--- config.mk ---
export PLATFORM = sky130hd
export DESIGN_NAME = ipsxb_cmd_arb_32bit_flat
export DESIGN_NICKNAME = d
export VERILOG_FILES = /design/src/rtl/ipsxb_cmd_arb_32bit_pkg.sv /design/src/rtl/ipsxb_cmd_arb_32bit_if.sv /design/src/rtl/ipsxb_rr_arb2.sv /design/src/rtl/ipsxb_cmd_arb_32bit.sv /design/src/flat_wrapper.sv
export SDC_FILE = /design/constraint.sdc
export NUM_CORES = 1
export LEC_CHECK = 0
export ABC_AREA = 0
export CAP_MARGIN = 15
export CORE_UTILIZATION = 35
export DETAILED_ROUTE_END_ITERATION = 8
export HOLD_SLACK_MARGIN = 0.02
export PLACE_DENSITY = 0.7
export SYNTH_ARGS = -nofsm -noshare
export SYNTH_HDL_FRONTEND = slang
export SYNTH_SLANG_ARGS = --single-unit
--- constraint.sdc ---
create_clock -name clk -period 4.3 [get_ports clk]
set_input_delay 1.29 -clock clk [delete_from_list [all_inputs] [get_ports clk]]
set_output_delay 1.29 -clock clk [all_outputs]
set_load 0.05 [all_outputs]
--- src/rtl/ipsxb_cmd_arb_32bit_pkg.sv ---
// ipsxb_cmd_arb_32bit_pkg: shared widths, error pattern and FSM encoding for the command arbiter
package ipsxb_cmd_arb_32bit_pkg;
   localparam int ADDR_W = 9;
   localparam int DATA_W = 32;
   localparam logic [DATA_W-1:0] ERR_DATA_DEF = 32'hDEAD_BEEF;
   typedef enum logic [1:0] {IDLE, ISSUE, WAIT, RESP} state_t;
endpackage

--- src/rtl/ipsxb_cmd_arb_32bit_if.sv ---
// ipsxb_cmd_arb_32bit_if: requester and downstream register-bus signals of the command arbiter
interface ipsxb_cmd_arb_32bit_if;
   import ipsxb_cmd_arb_32bit_pkg::*;
   logic              req0, req1, we0, we1;
   logic [ADDR_W-1:0] addr0, addr1;
   logic [DATA_W-1:0] wdata0, wdata1;
   logic              gnt0, gnt1, done0, done1, err0, err1;
   logic [DATA_W-1:0] rdata0, rdata1;
   logic [ADDR_W-1:0] addr;
   logic [DATA_W-1:0] data;
   logic              we, cmd_en, cmd_done, busy;
   logic [DATA_W-1:0] dn_rdata;
   modport slave (
      input  req0, req1, we0, we1, addr0, addr1, wdata0, wdata1, cmd_done, dn_rdata,
      output gnt0, gnt1, done0, done1, err0, err1, rdata0, rdata1, addr, data, we, cmd_en, busy
   );
   modport master (
      output req0, req1, we0, we1, addr0, addr1, wdata0, wdata1, cmd_done, dn_rdata,
      input  gnt0, gnt1, done0, done1, err0, err1, rdata0, rdata1, addr, data, we, cmd_en, busy
   );
endinterface

--- src/rtl/ipsxb_rr_arb2.sv ---
// ipsxb_rr_arb2: combinational 2-way round-robin picker, one-hot select
module ipsxb_rr_arb2 (
   input  logic [1:0] req,
   input  logic       last,
   output logic [1:0] sel
);
   // on contention the requester not served last wins
   assign sel = {req[1] & (~req[0] | ~last), req[0] & (~req[1] | last)};
endmodule

--- src/rtl/ipsxb_cmd_arb_32bit.sv ---
// ipsxb_cmd_arb_32bit: two-requester arbiter/sequencer for the UART control register block
module ipsxb_cmd_arb_32bit
   import ipsxb_cmd_arb_32bit_pkg::*;
#(
   parameter int               TIMEOUT_CYC = 1024,
   parameter logic [DATA_W-1:0] ERR_DATA   = ERR_DATA_DEF
) (
   input logic                    clk,
   input logic                    rst_n,
   ipsxb_cmd_arb_32bit_if.slave   bus
);
   localparam int CW = $clog2(TIMEOUT_CYC);
   state_t            state, state_nx;
   logic [1:0]        pick, sel;
   logic              last, err_q, expire;
   logic [CW-1:0]     cnt;
   logic [DATA_W-1:0] rdata_q;
   ipsxb_rr_arb2 u_rr (.req({bus.req1, bus.req0}), .last(last), .sel(pick));
   assign expire = cnt == CW'(TIMEOUT_CYC - 1);
   always_comb begin
      state_nx = state;
      state_nx = (state == IDLE && |pick) ? ISSUE :
                 state == ISSUE ? WAIT :
                 (state == WAIT && (bus.cmd_done || expire)) ? RESP :
                 state == RESP ? IDLE : state;
   end
   always_ff @(posedge clk or negedge rst_n) begin
      if (!rst_n) begin
         state   <= IDLE;
         sel     <= '0;
         last    <= 1'b1;
         cnt     <= '0;
         rdata_q <= '0;
         err_q   <= 1'b0;
         bus.addr <= '0;
         bus.data <= '0;
         bus.we   <= 1'b0;
      end else begin
         state <= state_nx;
         if (state == IDLE && |pick) begin
            sel      <= pick;
            bus.addr <= pick[1] ? bus.addr1 : bus.addr0;
            bus.data <= pick[1] ? bus.wdata1 : bus.wdata0;
            bus.we   <= pick[1] ? bus.we1 : bus.we0;
         end
         cnt <= state == ISSUE ? '0 : (state == WAIT && !(&cnt)) ? cnt + 1'b1 : cnt;
         if (state == WAIT) begin
            rdata_q <= bus.we ? '0 : bus.cmd_done ? bus.dn_rdata : ERR_DATA;
            err_q   <= !bus.cmd_done;
         end
         if (state == RESP) last <= sel[1];
      end
   end
   assign bus.cmd_en = state == ISSUE;
   assign bus.gnt0   = state == ISSUE && sel[0];
   assign bus.gnt1   = state == ISSUE && sel[1];
   assign bus.done0  = state == RESP && sel[0];
   assign bus.done1  = state == RESP && sel[1];
   assign bus.err0   = bus.done0 && err_q;
   assign bus.err1   = bus.done1 && err_q;
   assign bus.rdata0 = bus.done0 ? rdata_q : '0;
   assign bus.rdata1 = bus.done1 ? rdata_q : '0;
   assign bus.busy   = state != IDLE;
endmodule

--- src/flat_wrapper.sv ---
// flat-port wrapper written by rule: the top's interface ports become plain ports
module ipsxb_cmd_arb_32bit_flat import ipsxb_cmd_arb_32bit_pkg::*;
#(
   parameter int               TIMEOUT_CYC = 1024,
   parameter logic [DATA_W-1:0] ERR_DATA   = ERR_DATA_DEF
)
  (clk, rst_n, bus_req0, bus_req1, bus_we0, bus_we1, bus_addr0, bus_addr1, bus_wdata0, bus_wdata1, bus_cmd_done, bus_dn_rdata, bus_gnt0, bus_gnt1, bus_done0, bus_done1, bus_err0, bus_err1, bus_rdata0, bus_rdata1, bus_addr, bus_data, bus_we, bus_cmd_en, bus_busy);
  ipsxb_cmd_arb_32bit_if bus_i ();
  input logic clk;
  input logic rst_n;
  input wire logic [$bits(bus_i.req0)-1:0] bus_req0;
  input wire logic [$bits(bus_i.req1)-1:0] bus_req1;
  input wire logic [$bits(bus_i.we0)-1:0] bus_we0;
  input wire logic [$bits(bus_i.we1)-1:0] bus_we1;
  input wire logic [$bits(bus_i.addr0)-1:0] bus_addr0;
  input wire logic [$bits(bus_i.addr1)-1:0] bus_addr1;
  input wire logic [$bits(bus_i.wdata0)-1:0] bus_wdata0;
  input wire logic [$bits(bus_i.wdata1)-1:0] bus_wdata1;
  input wire logic [$bits(bus_i.cmd_done)-1:0] bus_cmd_done;
  input wire logic [$bits(bus_i.dn_rdata)-1:0] bus_dn_rdata;
  output wire logic [$bits(bus_i.gnt0)-1:0] bus_gnt0;
  output wire logic [$bits(bus_i.gnt1)-1:0] bus_gnt1;
  output wire logic [$bits(bus_i.done0)-1:0] bus_done0;
  output wire logic [$bits(bus_i.done1)-1:0] bus_done1;
  output wire logic [$bits(bus_i.err0)-1:0] bus_err0;
  output wire logic [$bits(bus_i.err1)-1:0] bus_err1;
  output wire logic [$bits(bus_i.rdata0)-1:0] bus_rdata0;
  output wire logic [$bits(bus_i.rdata1)-1:0] bus_rdata1;
  output wire logic [$bits(bus_i.addr)-1:0] bus_addr;
  output wire logic [$bits(bus_i.data)-1:0] bus_data;
  output wire logic [$bits(bus_i.we)-1:0] bus_we;
  output wire logic [$bits(bus_i.cmd_en)-1:0] bus_cmd_en;
  output wire logic [$bits(bus_i.busy)-1:0] bus_busy;
  assign bus_i.req0 = bus_req0;
  assign bus_i.req1 = bus_req1;
  assign bus_i.we0 = bus_we0;
  assign bus_i.we1 = bus_we1;
  assign bus_i.addr0 = bus_addr0;
  assign bus_i.addr1 = bus_addr1;
  assign bus_i.wdata0 = bus_wdata0;
  assign bus_i.wdata1 = bus_wdata1;
  assign bus_i.cmd_done = bus_cmd_done;
  assign bus_i.dn_rdata = bus_dn_rdata;
  assign bus_gnt0 = bus_i.gnt0;
  assign bus_gnt1 = bus_i.gnt1;
  assign bus_done0 = bus_i.done0;
  assign bus_done1 = bus_i.done1;
  assign bus_err0 = bus_i.err0;
  assign bus_err1 = bus_i.err1;
  assign bus_rdata0 = bus_i.rdata0;
  assign bus_rdata1 = bus_i.rdata1;
  assign bus_addr = bus_i.addr;
  assign bus_data = bus_i.data;
  assign bus_we = bus_i.we;
  assign bus_cmd_en = bus_i.cmd_en;
  assign bus_busy = bus_i.busy;
  ipsxb_cmd_arb_32bit #(.TIMEOUT_CYC(TIMEOUT_CYC), .ERR_DATA(ERR_DATA)) u_core (.clk(clk), .rst_n(rst_n), .bus(bus_i));
endmodule
======== Word level (Yosys, flattened, before mapping) ========
Index checks and enable logic that the tools add are counted.
storage, ports and cells
  register bits ........................... 90
  latch bits .............................. 0
  RAM bits ................................ 0
  ROM bits ................................ 0
  bits of input ports ..................... 121
  output and inout bits ................... 114
  word-level logic and storage cells ...... 52
  memories kept ........................... 0
cells by class
  $add $sub $neg .......................... 1
  $mul .................................... 0
  divide/modulo/power cells ............... 0
  $lt $le $gt $ge ......................... 0
  eq/ne operators ......................... 4
  shifts and indexed selects .............. 0
  mux-type cells .......................... 13
  bitwise logic cells ..................... 7
  reductions and logical operators ........ 18
operators by type and width
  cell                                                                    number
  32-bit 2-to-1 mux                                                       5
  10-bit 2-to-1 mux                                                       2
  10-bit by 1-bit adder with 10-bit output (second input constant)        1
  10-bit equality test (second input constant)                            1
  10-bit AND reduction                                                    1
  1-bit logical AND                                                       9
  9-bit 2-to-1 mux                                                        1
  2-bit 2-to-1 mux                                                        4
  2-bit equality test (second input constant)                             2
  2-bit nonzero test                                                      2
  4-bit nonzero test                                                      1
  1-bit inverter                                                          3
  1-bit bitwise AND                                                       2
  2-bit by 1-bit equality test with 1-bit output (second input constant)  1
  1-bit zero test                                                         2
  2-bit zero test                                                         1
  1-bit bitwise OR                                                        2
  2-bit OR reduction                                                      1
  1-bit logical OR                                                        1
  1-bit 2-to-1 mux                                                        1

======== Depth between registers and ports, before layout ========
  depth in word-level cells ............... 6
  mapped depth ............................ 6

======== Hierarchy ========
A second synthesis with hierarchy kept.
second synthesis, totals
  cells, all modules ...................... 470
  area total of the unflattened synthesis .. 4556.9 um^2
by module, submodules not included
  module               instances  cells each  area an instance (um^2)  seq. area each (um^2)
  ipsxb_cmd_arb_32bit  1          467         4538.1                   2253.4
  ipsxb_rr_arb2        1          3           18.8                     0.0

======== Worst setup path before layout ========
OpenSTA, ideal clock, no wires.
  path type ............................... register to output
  start point ............................. register u_core.state[1]
  end point ............................... output bus_gnt1
  arrival time ............................ 1709 ps
  required time ........................... 3010 ps
  slack ................................... 1301 ps
  cell stages (with the launch flop) ...... 5
  path through ............................ dfrtp_1 > buf_4 > nand2b_1 > inv_1 > and2_1
between the ends
  cells in the longest elaborated chain, start to end .. 2
ends and longest elaborated chain
  item                                            RTL line                   text
  from (decl)                                     ipsxb_cmd_arb_32bit.sv:13  state_t state, state_nx;
  from (signal assigned)                          ipsxb_cmd_arb_32bit.sv:39  state <= state_nx;
  2-bit by 1-bit equality test with 1-bit output  -
  named net bus_cmd_en                            flat_wrapper.sv:32         output wire logic [$bits(bus_i.cmd_en)-1:0] bus_cmd_en;
  1-bit logical AND                               ipsxb_cmd_arb_32bit.sv:56  assign bus.gnt1 = state == ISSUE && sel[1];
  to (decl)                                       flat_wrapper.sv:22         output wire logic [$bits(bus_i.gnt1)-1:0] bus_gnt1;
The timed path passes the listed nets, and every way through them passes these cells.

======== Worst setup path in the final report ========
  start point ............................. register u_core.state[1]
  end point ............................... output bus_rdata0[2]
between the ends
  cells in the longest elaborated chain, start to end .. 3
ends and longest elaborated chain
  item                 RTL line                   text
  2-bit equality test  ipsxb_cmd_arb_32bit.sv:57  assign bus.done0 = state == RESP && sel[0];
  1-bit logical AND    ipsxb_cmd_arb_32bit.sv:57
  32-bit 2-to-1 mux    ipsxb_cmd_arb_32bit.sv:61  assign bus.rdata0 = bus.done0 ? rdata_q : '0;
  to (decl)            flat_wrapper.sv:27         output wire logic [$bits(bus_i.rdata0)-1:0] bus_rdata0;
Every way passes these cells.

==> qor.csv <==
stage;metric;value;unit
status;status;finished clean;
yosys;synth_top_cell_area_share;44.8;%
pwr;power;5.31;mW
yosys;netlist_area;0.00497;sq mm
yosys;yosys_warnings;0;
pwr;switching_share;44.5;%
pwr;switchingPower;2.37;mW
critical_path;end_kind;output port;
route;drtPass1Iterations;4;
worst_hold_path;holdPathStages;2;
yosys;async_flop_share;100;%
worst_hold_path;hold_end;u_core.rdata_q[15];
route;via_per_inst;4.87;
final_layout;nets;770;
yosys;yosys.area.top_type;dfrtp_1;
final_layout;fin_cells;832;
final_layout;final_area;0.00771;sq mm
placement;place_area;0.00742;sq mm
route;drc;0;
grt;grtUsageTotal;18.7;%
yosys;synth_cell_types;48;
yosys;synth_edf_count;0;
critical_path;regToRegStartpoint;u_core.state[1];
clock_tree;cts.path.max_buffers;2;
grt;grt_start_max_net_pins;67;
critical_path;crit_path_start;u_core.state[1];
sta;setup_viol;0;
final_layout;layout-drive-gt1-share;16.4;%
yosys;synth_area_per_cell;11.6;sq um
die;die_w;121;um
critical_path;critPathRequiredTime;3.01;ns
pwr;p_leak;3.21;nW
die;die-height;121;um
clock_tree;root_buffer;clkbuf_16;
critical_path;timing.rr.end;u_core.bus.data[30];
clock_tree;clock_latency;0.34;ns
pwr;p_seq_share;28.7;%
sta;tightestPinTransition;0.852;ns
worst_hold_path;hold_path.class;reg2reg;
die;die_area;0.0147;sq mm
pwr;p_int;2.95;mW
yosys;synthTopCellsByCount;89 x dfrtp_1, 69 x and2_1, 40 x mux2_2;
yosys;synth_seq_cells;90;
clock_tree;h-tree-depth;3;
placement;place_congestion;0.798;
yosys;syn_inst;429;
clock_tree;clk_pin_slew;0.06;ns
critical_path;reg2reg_depth;4;
sta;hold_viol;0;
clock_tree;cts_resized;0;
die;io_pins;235;
critical_path;arrival;2.52;ns
die;start_util;35.8;%
yosys;syn_nets;551;
sta;rsz0062_at_grt;false;
job;cap_viol_max_count;0;
final_layout;final_util;55.5;%
placement;dp_slack;0.838;ns
sta;fin_ws;0.485;ns
clock_tree;numCtsBuffers;9;
clock_tree;cts_tree;yes;
route;drt-wirelength-per-cell;16.2;um
pwr;clockPowerShare;14.6;%
yosys;synth_area_leaders;dfrtp_1 45%, mux2_4 11%, mux2_2 9.1%, and2_1 8.7%, o31ai_1 3.6%;
clock_tree;cts_hold_buffers;0;
sta;finalCritPeriodShare;88.7;%
critical_path;path_class;reg2out;
sta;slew_headroom;43.2;%
clock_tree;cts.sinks;90;
route;drt_iter0_markers;163;
sta;skew;0.00661;ns
worst_hold_path;worstHoldStart;u_core.rdata_q[15];
sta;fmax;262;MHz
pwr;power_frac_comb;56.7;%
critical_path;crit_fanout;34;
critical_path;cp-start-kind;flop;
placement;dpl.hpwl;9850;um
route;drt_wl_total;13500;um
placement;dp.cells;817;
route;ant_nets;0;
yosys;ys_seq_area_share;45.4;%
final_layout;n_antenna_cell;0;
sta;period_needed;3.81;ns
sta;tns;0;ns
yosys;yosysMostFrequentCell;dfrtp_1;
clock_tree;cts_setup_buffers;0;
placement;portBuffers;234;
grt;overflow;0;
grt;antenna_found_initial;0;
die;coreArea;0.0139;sq mm
route;vias;4052;
final_layout;synthToLayoutAreaGrowth;55.1;%
grt;grt_pass1_wl;20800;um
sta;fin_hold_ws;0.489;ns
yosys;synth_flop_cell;dfrtp_1;
pwr;ir_drop;397;uV
sta;maxSlewViolCount;0;
grt;grt_pass1_vias;3995;
die;num_rows;43;
critical_path;r2r_slack;2.10;ns
pwr;power-per-cell-area;690;mW/mm^2
-- power by group through the flow --
stage / registers, mW / clock network [mW] / logic [mW]
after floorplan: 2.17 / 0 / 1.45
after global placement: 1.52 / 0 / 2.99
after detailed placement: 1.53 / 0 / 3.04
after CTS: 1.53 / 0.806 / 3.04
after global routing: 1.58 / 0.842 / 3.19
final: 1.53 / 0.777 / 3.01
-- worst max path at each step --
stage	cells past startpoint	slack (ns)	to
3_3_place_gp	4	0.92	bus_err0
2_1_floorplan	4	1.30	bus_gnt1
6_report	4	0.49	bus_rdata0[2]
3_5_place_dp	4	0.84	bus_rdata0[14]
5_1_grt	4	0.34	bus_rdata1[4]
4_1_cts	4	0.47	bus_rdata0[14]
-- layout make-up --
cell class | count | area (sq um)
Clock buffer | 12 | 246
Sequential cell | 90 | 2250
Clock inverter | 3 | 40.0
Timing Repair Buffer | 242 | 2410
Inverter | 5 | 18.8
Fill cell | 1234 | 6170
Tap cell | 180 | 225
Multi-Input combinational cell | 300 | 2510
-- state kept, by name, summed over array words and instances, names as in the netlist --
| signal | count |
|---|---|
| u_core.cnt | 10 |
| u_core.state | 2 |
| u_core.bus.data | 32 |
| u_core.bus.we | 1 |
| u_core.last | 1 |
| u_core.sel | 2 |
| u_core.bus.addr | 9 |
| u_core.rdata_q | 32 |
| u_core.err_q | 1 |
-- layer usage --
layer | up-vias | track usage, % | wire length, um
met5 | - | 0 | 0
met4 | 0 | 8.10 | 277
met3 | 16 | 6.86 | 1400
met2 | 184 | 30.6 | 6440
met1 | 1918 | 21.8 | 5380
li1 | 1934 | - | -
-- critical path, stage by stage, from the launching register on --
cell             delay, ns
dfrtp_1               0.67
and3_1                0.24
buf_4                 0.29
and2_1                0.18
clkdlybuf4s50_1       0.80
-- layout by cell type (no fill, tap or decap), types with 2 or more instances in the layout --
cell type,instances
a2111oi_0,2
a22o_1,8
a31oi_1,3
and2_1,69
and3_1,4
and4_1,2
buf_4,8
clkbuf_1,2
clkbuf_16,9
clkdlybuf4s50_1,233
clkinv_2,2
dfrtp_1,89
inv_1,5
mux2_1,8
mux2_2,40
mux2_4,38
mux2i_1,3
nand2_1,34
nand3_1,3
nand4_1,3
nand4b_1,2
nor2_1,2
nor2b_1,26
nor3b_1,3
nor4_1,2
o21ai_0,4
o31ai_1,24
-- cell families after synthesis --
| kind of cell | share of synthesized area, % |
|---|---|
| multiplexers | 23.0 |
| flip-flops | 45.4 |
| AO/OA/AOI/OAI | 8.36 |
| AND/OR/NAND/NOR | 18.9 |
| adder cells (fa/ha/maj) | 0.252 |
| buffers and inverters | 4.21 |
(Power assumes the default switching activity.)
